### src/rtl/rv32_pkg.sv
// Shared RV32I pipeline types and constants for the fetch/decode boundary.
package rv32_pkg;

    localparam int XLEN = 32;

    // addi x0, x0, 0 -- a harmless instruction for decode to see when nothing is queued
    localparam logic [XLEN-1:0] NOP_INSTR = 32'h0000_0013;

    typedef struct packed {
        logic [XLEN-1:0] pc;
        logic [XLEN-1:0] instr;
    } fetch_pkt_t;

endpackage

### src/rtl/if_id_queue.sv
// Instruction buffer between fetch and decode. Show-ahead FIFO of {pc, instr} packets.
// Fetch stalls only when the queue is full (fetch.stall = ~in_ready).
// A redirect (flush = pc_sel) discards every buffered wrong-path packet in one cycle.
module if_id_queue
    import rv32_pkg::*;
#(
    parameter int               DEPTH     = 4,
    parameter logic [XLEN-1:0]  NOP_INSTR = rv32_pkg::NOP_INSTR
) (
    input  logic                      clk,
    input  logic                      rst,
    input  logic                      in_valid,
    input  logic [XLEN-1:0]           in_pc,
    input  logic [XLEN-1:0]           in_instr,
    output logic                      in_ready,
    input  logic                      flush,
    output logic                      out_valid,
    output logic [XLEN-1:0]           out_pc,
    output logic [XLEN-1:0]           out_instr,
    input  logic                      out_ready,
    output logic [$clog2(DEPTH):0]    count
);

    localparam int PW = $clog2(DEPTH);
    localparam int CW = PW + 1;

    // Pointers wrap naturally at PW bits because DEPTH is a power of two;
    // the extra count bit is what separates full from empty.
    logic [PW-1:0] rd_ptr_q, rd_ptr_d;
    logic [PW-1:0] wr_ptr_q, wr_ptr_d;
    logic [CW-1:0] count_q,  count_d;

    fetch_pkt_t    mem_q [DEPTH];

    logic push;
    logic pop;

    // Handshake qualifiers; in_ready depends on state only, never on out_ready.
    always_comb begin
        in_ready  = (count_q != CW'(DEPTH));
        out_valid = (count_q != '0);
        push      = in_valid & in_ready;
        pop       = out_valid & out_ready;
    end

    // Next-state for pointers and occupancy; flush wins over push and pop.
    always_comb begin
        rd_ptr_d = rd_ptr_q;
        wr_ptr_d = wr_ptr_q;
        count_d  = count_q;
        if (flush) begin
            rd_ptr_d = '0;
            wr_ptr_d = '0;
            count_d  = '0;
        end else begin
            if (push) begin
                wr_ptr_d = wr_ptr_q + PW'(1);
            end
            if (pop) begin
                rd_ptr_d = rd_ptr_q + PW'(1);
            end
            count_d = count_q + CW'(push) - CW'(pop);
        end
    end

    // Pointer and count registers; reset empties the queue immediately.
    always_ff @(posedge clk or negedge rst) begin
        if (!rst) begin
            rd_ptr_q <= '0;
            wr_ptr_q <= '0;
            count_q  <= '0;
        end else begin
            rd_ptr_q <= rd_ptr_d;
            wr_ptr_q <= wr_ptr_d;
            count_q  <= count_d;
        end
    end

    // Packet storage; contents are left unreset since count gates visibility.
    always_ff @(posedge clk) begin
        if (push && !flush) begin
            mem_q[wr_ptr_q] <= '{pc: in_pc, instr: in_instr};
        end
    end

    // Show-ahead head outputs, forced to a NOP packet at pc 0 when empty.
    always_comb begin
        out_pc    = '0;
        out_instr = NOP_INSTR;
        if (out_valid) begin
            out_pc    = mem_q[rd_ptr_q].pc;
            out_instr = mem_q[rd_ptr_q].instr;
        end
    end

    assign count = count_q;

endmodule

### config.mk
export PLATFORM = sky130hd
export DESIGN_NAME = if_id_queue
export DESIGN_NICKNAME = d
export VERILOG_FILES = /design/src/rtl/rv32_pkg.sv /design/src/rtl/if_id_queue.sv
export SDC_FILE = /design/constraint.sdc
export NUM_CORES = 1
export LEC_CHECK = 0
export ABC_AREA = 0
export CAP_MARGIN = 10
export CORE_ASPECT_RATIO = 1.1
export CORE_MARGIN = 2
export CORE_UTILIZATION = 45
export CTS_BUF_LIST = sky130_fd_sc_hd__clkbuf_4 sky130_fd_sc_hd__clkbuf_8
export DETAILED_ROUTE_END_ITERATION = 7
export PLACE_DENSITY = 0.69
export SLEW_MARGIN = 20
export SYNTH_ARGS = -nofsm -noshare
export SYNTH_HDL_FRONTEND = slang
export SYNTH_SLANG_ARGS = --single-unit
### constraint.sdc
create_clock -name clk -period 11.6 [get_ports clk]
set_clock_uncertainty 0.1 [all_clocks]
set_input_delay 2.32 -clock clk [delete_from_list [all_inputs] [get_ports clk]]
set_output_delay 2.32 -clock clk [all_outputs]
set_load 0.01 [all_outputs]
==> metrics.yaml, run 1 <==
placement:
  postPlaceCellArea_mm2: 0.0118
  dp_hpwl_um: 11200
  routabilityCongestion: 0.763
  port_buffers: 137
  dp.cells: 873
global_routing:
  grt_remaining_overflow: 0
  grtUsageTotal: 0.168
  grt_max_degree: 67
  grt_pass1_wl_um: 30100
  grt_pass1_vias: 5499
  antenna_found_initial: 1
timing:
  rsz0062_at_grt: "false"
  maxSlewViolCount: 0
  finalSetupTns_ns: 0
  whs_ns: 0.499
  finalCriticalPeriod_ns: 5.81
  relSlewSlack: 0.335
  hold_viol: 0
  final.period_utilization: 0.501
  fmax_mhz: 172
  setup_viol: 0
  worst-slew-pin-transition_ns: 0.997
floorplan:
  initial_utilization: 0.458
  num_rows: 57
  die_y_um: 161
  core_mm2: 0.0221
  ios: 138
  dieArea_mm2: 0.0237
  die_x_um: 147
route:
  wl_um: 19200
  vias_per_cell: 5.15
  routedWlPerCell_um: 20.3
  ant_nets: 0
  first_iter_violations: 262
  num_vias: 4888
  drc: 0
  firstDrtPassIters: 4
logic_synthesis:
  synthCells: 452
  synthAdderAreaFrac: 0.00939
  ys_types: 28
  synth_top_family_by_area: "multiplexers"
  syn-cell-area_mm2: 0.0101
  ys_ff_latch: 263
  synth_edf_count: 256
  synth_area_leaders: "edfxtp_1 76%, mux4_2 14%, and2_1 3.8%"
  async_flop_share: 0.0266
  synth-seq-area-share: 0.776
  synth_flop_cell: "edfxtp_1"
  synth_xor_area_frac: 0.00173
  muxShareOfSynthArea: 0.145
  yosysWarnings: 0
  syn-num-nets: 528
  yosysTopAreaCellShare: 0.759
  syn_avg_cell_area_um2: 22.4
  yosysTopAreaCell: "edfxtp_1"
  synth_compound_area_frac: 0.00173
  synthSimpleGateAreaFrac: 0.0510
cts:
  path_clk_slew_ns: 0.06
  hold_buffers: 0
  clock_latency_ns: 0.51
  cts_buffers: 42
  ctsLongestPathBuffers: 3
  postCtsSetupBuffers: 0
  root_buffer: "clkbuf_8"
  cts_resized: 0
  clock-sinks: 263
  tritoncts: "yes"
  ctsHtreeMaxLevel: 2
setup_path:
  slowest_delay_ns: 0.89
  worstPathArrival_ns: 3.39
  cp_top_family: "buffers and inverters"
  crit_slowest_cell: "dfrtp_4"
  rrSetupSlack_ns: 8.84
  crit_type: "reg2out"
  worstSetupEndpointType: "output port"
  cp_max_fo: 34
  cp.required_ns: 9.18
  path_buf_inv: 2
  critPathLaunchType: "flip-flop"
  crit_chain: "buf_4, mux4_2, or2_1, clkdlybuf4s50_1"
finish:
  register_area_mm2: 0.00787
  final_cells: 949
  multi_input_area_mm2: 0.00213
  nets: 699
  nFillCells: 1674
  layout.cells.most_common: "edfxtp_1"
  diodes: 0
  layout-drive-gt1-share: 0.240
  areaGrowthSynthToFinish_pct: 25.9
  fin_area_mm2: 0.0127
  final_util: 0.577
  final_cell_mix: "256 x edfxtp_1, 137 x clkdlybuf4s50_1, 64 x mux4_2, 62 x and2_1, 45 x clkbuf_8"
power_and_ir_drop:
  leakagePower_nw: 4.12
  p_per_area_mw_per_mm2: 217
  vdd_ir_drop_max_v: 0.000149
job:
  cap_violations: 0
worst_hold_path:
  worstHoldPathType: "reg2reg"
run_status:
  outcome: "finished, final reports clean"
where the power goes:
| part | total, mW | switching, mW | internal, mW |
|---|---|---|---|
| registers | 1.18 | 0.0689 | 1.11 |
| logic | 0.781 | 0.317 | 0.464 |
| clock network | 0.806 | 0.334 | 0.471 |
path summary, 6_finish.rpt:
path | startpoint | to | cells past startpoint
max in group asynchronous | rst | rd_ptr_q[1] | 1
min reg2reg | wr_ptr_q[1] | wr_ptr_q[1] | 2
min | wr_ptr_q[1] | wr_ptr_q[1] | 2
min in group asynchronous | rst | count[1] | 1
max | rd_ptr_q[0] | out_instr[4] | 4
max reg2reg | count[1] | count[2] | 11
worst register-to-register path: stages (launching register included):
cell	delay (ns)
dfrtp_1	0.48
or3b_1	0.43
and2_4	0.20
inv_2	0.12
ha_1	0.24
inv_1	0.05
ha_1	0.12
inv_1	0.05
fa_1	0.40
xor2_1	0.16
and2_1	0.17
nor3_1	0.13
synth_stat cells, types with 2 or more instances:
cell / instances
edfxtp_1: 256
mux4_2: 64
and2_1: 62
clkbuf_1: 9
buf_2: 7
dfrtp_1: 7
ha_1: 6
inv_1: 6
buf_6: 5
nor2_1: 5
nor3b_1: 4
or2_1: 3
nand2b_1: 2
xor2_1: 2
registers in the layout, indices dropped and copies added (netlist names):
register  flops
count         3
rd_ptr_q      2
mem_q       256
wr_ptr_q      2
area by class of cell:
type,instances,area share
flip-flops and latches,263,0.617
multi-input cells,161,0.167
repair buffers,148,0.115
clock buffers,59,0.0568
well taps,295,0.0290
clock inverters,16,0.0123
inverters,7,0.00206
cell families after synthesis:
kind of cell             after synthesis
flip-flops                           263
AND/OR/NAND/NOR                       83
multiplexers                          66
buffers and inverters                 28
adder cells (fa/ha/maj)                7
AO/OA/AOI/OAI                          3
XOR/XNOR                               2
metal layers:
metal | track usage | vias up | wire, µm
met3 | 0.0429 | 34 | 1080
met5 | 0 | - | 13
met4 | 0.0594 | 2 | 389
met2 | 0.299 | 136 | 10200
li1 | - | 2178 | -
met1 | 0.199 | 2538 | 7560
through the flow:
step                      worst slack (ns)  power (mW)
after detailed placement              6.21        1.99
after global routing                  5.46        2.91
final                                 5.79        2.77
after global placement                6.21        1.98
after floorplan                       3.70        1.62
after CTS                             5.62        2.81
(Power assumes the default switching activity.)
==> inputs of run 2 (changes only) <==
--- a/config.mk
+++ b/config.mk
@@ -12,7 +12,7 @@
 export CORE_UTILIZATION = 45
 export CTS_BUF_LIST = sky130_fd_sc_hd__clkbuf_4 sky130_fd_sc_hd__clkbuf_8
 export DETAILED_ROUTE_END_ITERATION = 7
-export PLACE_DENSITY = 0.69
+export PLACE_DENSITY = 0.71
 export SLEW_MARGIN = 20
 export SYNTH_ARGS = -nofsm -noshare
 export SYNTH_HDL_FRONTEND = slang
==> constraint.sdc (replaced) <==
create_clock -name clk -period 5.1 [get_ports clk]
set_clock_uncertainty 0.1 [all_clocks]
set_input_delay 1.02 -clock clk [delete_from_list [all_inputs] [get_ports clk]]
set_output_delay 1.02 -clock clk [all_outputs]
set_load 0.01 [all_outputs]
==> metrics.yaml, run 2 (same netlist as run 1, synthesis figures left out) <==
setup_path:
  critPathLaunchType: "flip-flop"
  crit_type: "reg2out"
  crit_chain: "nor3_2, clkinv_2, and2_1, clkdlybuf4s50_1"
  cp.required_ns: 3.98
  crit_slowest_cell: "clkinv_2"
  cp_max_fo: 62
  slowest_delay_ns: 0.77
  cp_top_family: "buffers and inverters"
  worstPathArrival_ns: 3.18
  rr_worst_depth: 11
  worstSetupEndpointType: "output port"
  path_buf_inv: 2
  rrSetupSlack_ns: 2.30
  worst-path-stages: 4
route:
  firstDrtPassIters: 4
  first_iter_violations: 179
  num_vias: 4863
  vias_per_cell: 5.12
  routedWlPerCell_um: 19.9
  wl_um: 18900
  drc: 0
  ant_nets: 0
worst_hold_path:
  worstHoldPathType: "reg2reg"
  worstHoldPathCells: 2
finish:
  final_cell_mix: "256 x edfxtp_1, 137 x clkdlybuf4s50_1, 64 x mux4_2, 62 x and2_1, 43 x clkbuf_8"
  areaGrowthSynthToFinish_pct: 25.1
  largest_register: "mem_q"
  nFillCells: 1658
  nets: 699
  layout.cells.most_common: "edfxtp_1"
  layout-drive-gt1-share: 0.229
  fin_area_mm2: 0.0127
  diodes: 0
  largest_reg_flops: 256
  final_util: 0.573
run_status:
  outcome: "finished, final reports clean"
floorplan:
  initial_utilization: 0.458
  die_x_um: 147
  core_mm2: 0.0221
  num_rows: 57
  ios: 138
  die_y_um: 161
  dieArea_mm2: 0.0237
timing:
  finalSetupTns_ns: 0
  fmax_mhz: 233
  hold_viol: 0
  maxSlewViolCount: 0
  worst-slew-pin-transition_ns: 0.990
  relSlewSlack: 0.340
  rsz0062_at_grt: "false"
  final.period_utilization: 0.843
  finalCriticalPeriod_ns: 4.30
  setup_viol: 0
placement:
  postPlaceCellArea_mm2: 0.0119
  dp_hpwl_um: 11000
  routabilityCongestion: 0.712
  port_buffers: 137
power_and_ir_drop:
  vdd_ir_drop_max_v: 0.000265
  finalPower_mw: 6.14
  p_per_area_mw_per_mm2: 485
  leakagePower_nw: 4.06
cts:
  clock_latency_ns: 0.54
  ctsHtreeMaxLevel: 2
  hold_buffers: 0
  cts_resized: 0
  cts_buffers: 43
  ctsLongestPathBuffers: 3
  tritoncts: "yes"
  postCtsSetupBuffers: 0
  root_buffer: "clkbuf_8"
  clock-sinks: 263
  path_clk_slew_ns: 0.06
global_routing:
  grt_pass1_vias: 5397
  grt_max_degree: 67
  antenna_found_initial: 1
  grtUsageTotal: 0.166
  grt_pass1_wl_um: 29800
  grt_remaining_overflow: 0
job:
  cap_violations: 0
## run 2: cell types whose count changed in the layout (fill, tap and decap cells not counted)
cell / previous run / this run
clkbuf_8: 45 / 43
clkinv_1: 4 / 11
clkinv_2: 7 / 4
clkbuf_4: 14 / 13
buf_4: 10 / 9
inv_2: 2 / 1
clkinvlp_4: 1 / 4
bufinv_16: 3 / 1
## run 2: path summary, 6_finish.rpt
| kind | from | to |
|---|---|---|
| hold / removal | wr_ptr_q[1] | wr_ptr_q[1] |
| setup reg to reg | count[1] | count[2] |
| hold reg to reg | wr_ptr_q[1] | wr_ptr_q[1] |
| min in group asynchronous | rst | wr_ptr_q[0] |
| setup / recovery | count[1] | out_pc[25] |
| max in group asynchronous | rst | rd_ptr_q[0] |
## run 2: metal layers
layer	vias to the layer above	track usage	routed length (µm)
met3	28	0.0393	1040
met5	-	0	0
met4	0	0.0651	419
li1	2170	-	-
met1	2526	0.209	7630
met2	139	0.280	9820
## run 2: layout make-up
class	instances	area (µm²)	area share
clock buffer	56	689	0.0544
clock inverter	20	125	0.00987
inverter	7	27.5	0.00217
multi-input combinational	161	2130	0.168
sequential	263	7870	0.621
tap	295	369	0.0291
timing repair buffer	147	1460	0.115
## run 2: worst min-delay path: stages, from the launching register on
cell	delay, ns
dfrtp_1	0.42
nand2b_1	0.09
mux2i_1	0.06
## run 2: report_power, final
group / switching [mW] / internal [mW] / leakage (nW) / total (mW)
clock network: 0.771 / 0.935 / 0.417 / 1.71
logic: 0.711 / 1.05 / 1.23 / 1.76
registers: 0.149 / 2.53 / 2.41 / 2.68
## run 2: through the flow
step / setup slack (ns) / hold slack (ns) / cells
floorplan: -1.50 / 0.454 / 452
global placement: 1.42 / 0.472 / 873
detailed placement: 1.42 / 0.503 / 873
CTS: 0.826 / 0.514 / 949
finish: 0.803 / 0.512 / 949
global route: 0.452 / 0.542 / 949
==> inputs of run 3 (changes only) <==
--- a/config.mk
+++ b/config.mk
@@ -12,7 +12,7 @@
 export CORE_UTILIZATION = 45
 export CTS_BUF_LIST = sky130_fd_sc_hd__clkbuf_4 sky130_fd_sc_hd__clkbuf_8
 export DETAILED_ROUTE_END_ITERATION = 7
-export PLACE_DENSITY = 0.71
+export PLACE_DENSITY = 0.69
 export SLEW_MARGIN = 20
 export SYNTH_ARGS = -nofsm -noshare
 export SYNTH_HDL_FRONTEND = slang
==> constraint.sdc (replaced) <==
create_clock -name clk -period 4.2 [get_ports clk]
set_clock_uncertainty 0.1 [all_clocks]
set_input_delay 0.84 -clock clk [delete_from_list [all_inputs] [get_ports clk]]
set_output_delay 0.84 -clock clk [all_outputs]
set_load 0.01 [all_outputs]
==> metrics.yaml, run 3 (same netlist as run 1, synthesis figures left out) <==
run_status:
  outcome: "finished, final reports clean"
floorplan:
  die_x_um: 147
  dieArea_mm2: 0.0237
  ios: 138
  initial_utilization: 0.458
  die_y_um: 161
  core_mm2: 0.0221
  num_rows: 57
finish:
  register_area_mm2: 0.00787
  largest_register: "mem_q"
  final_cell_mix: "256 x edfxtp_1, 137 x clkdlybuf4s50_1, 64 x mux4_2, 62 x and2_1, 43 x clkbuf_8"
  nFillCells: 1687
  nets: 697
  diodes: 0
  layout.cells.most_common: "edfxtp_1"
  multi_input_area_mm2: 0.00213
  largest_reg_flops: 256
  final_util: 0.576
  fin_area_mm2: 0.0127
  layout-drive-gt1-share: 0.224
  areaGrowthSynthToFinish_pct: 25.8
setup_path:
  crit_slowest_cell: "dfrtp_4"
  crit_chain: "mux4_2, or2_1, clkdlybuf4s50_1"
  cp.required_ns: 3.26
  worstPathArrival_ns: 2.73
  crit_type: "reg2out"
  slowest_delay_ns: 1.06
  worstSetupEndpointType: "output port"
  critPathLaunchType: "flip-flop"
  cp_max_fo: 66
route:
  routed-wl-met3_um: 1050
  vias_per_cell: 5.16
  wl_um: 19000
  routed.top_layer: "met4"
  route.met2.wl_um: 9930
  ant_nets: 0
  drc: 0
  firstDrtPassIters: 4
  num_vias: 4890
  routedWlPerCell_um: 20.1
  m1WireLength_um: 7660
  first_iter_violations: 227
timing:
  setup_viol: 0
  relSlewSlack: 0.351
  hold_viol: 0
  rsz0062_at_grt: "false"
  maxSlewViolCount: 0
  final.period_utilization: 0.873
  finalSetupTns_ns: 0
  finalCriticalPeriod_ns: 3.67
  fmax_mhz: 273
  worst-slew-pin-transition_ns: 0.974
  final.setup.worst_slack_ns: 0.532
placement:
  port_buffers: 137
  dp_slack_ns: 1.00
  postPlaceCellArea_mm2: 0.0119
  dp_hpwl_um: 10800
  routabilityCongestion: 0.744
global_routing:
  grtUsageTotal: 0.166
  grt_pass1_vias: 5451
  grt_max_degree: 67
  antenna_found_initial: 1
  grt_remaining_overflow: 0
  grt_pass1_wl_um: 29800
power_and_ir_drop:
  finalPower_mw: 7.55
  vdd_ir_drop_max_v: 0.000344
  leakagePower_nw: 4.08
  p_per_area_mw_per_mm2: 593
job:
  cap_violations: 0
cts:
  tritoncts: "yes"
  ctsLongestPathBuffers: 3
  root_buffer: "clkbuf_8"
  path_clk_slew_ns: 0.06
  clock_latency_ns: 0.52
  hold_buffers: 0
  postCtsSetupBuffers: 0
  clock-sinks: 263
  ctsHtreeMaxLevel: 2
  cts_buffers: 42
  cts_resized: 0
worst_hold_path:
  worstHoldPathType: "in2async"
==> run 3: worst max-delay path: cells and delay by family (launching register included) <==
kind,cells,cell delay [ns]
muxes,1,0.40
and+or+nand+nor,1,0.24
DFF,1,1.06
buffers and inverters,1,0.48
==> run 3: final cells by class <==
class / count / area share
Clock buffer: 58 / 0.0553
Sequential cell: 263 / 0.618
Multi-Input combinational cell: 161 / 0.167
Clock inverter: 17 / 0.00953
Inverter: 7 / 0.00206
Tap cell: 295 / 0.0290
Timing Repair Buffer: 146 / 0.119
==> run 3: stage by stage <==
step / hold slack [ns] / cells
finish: 0.480 / 947
floorplan: 0.444 / 452
CTS: 0.448 / 947
global route: 0.467 / 947
global placement: 0.470 / 872
detailed placement: 0.489 / 872
==> run 3: path summary, 6_finish.rpt <==
kind	start	to	slack, ns	cells past startpoint
max in group asynchronous	rst	rd_ptr_q[1]	3.23	1
min in group clk	wr_ptr_q[1]	wr_ptr_q[1]	0.50	2
worst max-delay path	rd_ptr_q[1]	out_instr[4]	0.53	3
worst max register to register	count[1]	count[2]	1.44	11
worst min register to register	wr_ptr_q[1]	wr_ptr_q[1]	0.50	2
worst min-delay path	rst	count[0]	0.48	1
==> run 3: per-layer routing <==
layer  GRT usage  up-vias
met5           0        -
met4      0.0555        0
met3      0.0384       33
met2       0.290      147
met1       0.206     2538
li1            -     2172
==> run 3: power breakdown <==
part	internal [mW]	switching (mW)
clock	1.20	0.909
combinational	1.31	0.940
sequential	3.07	0.119
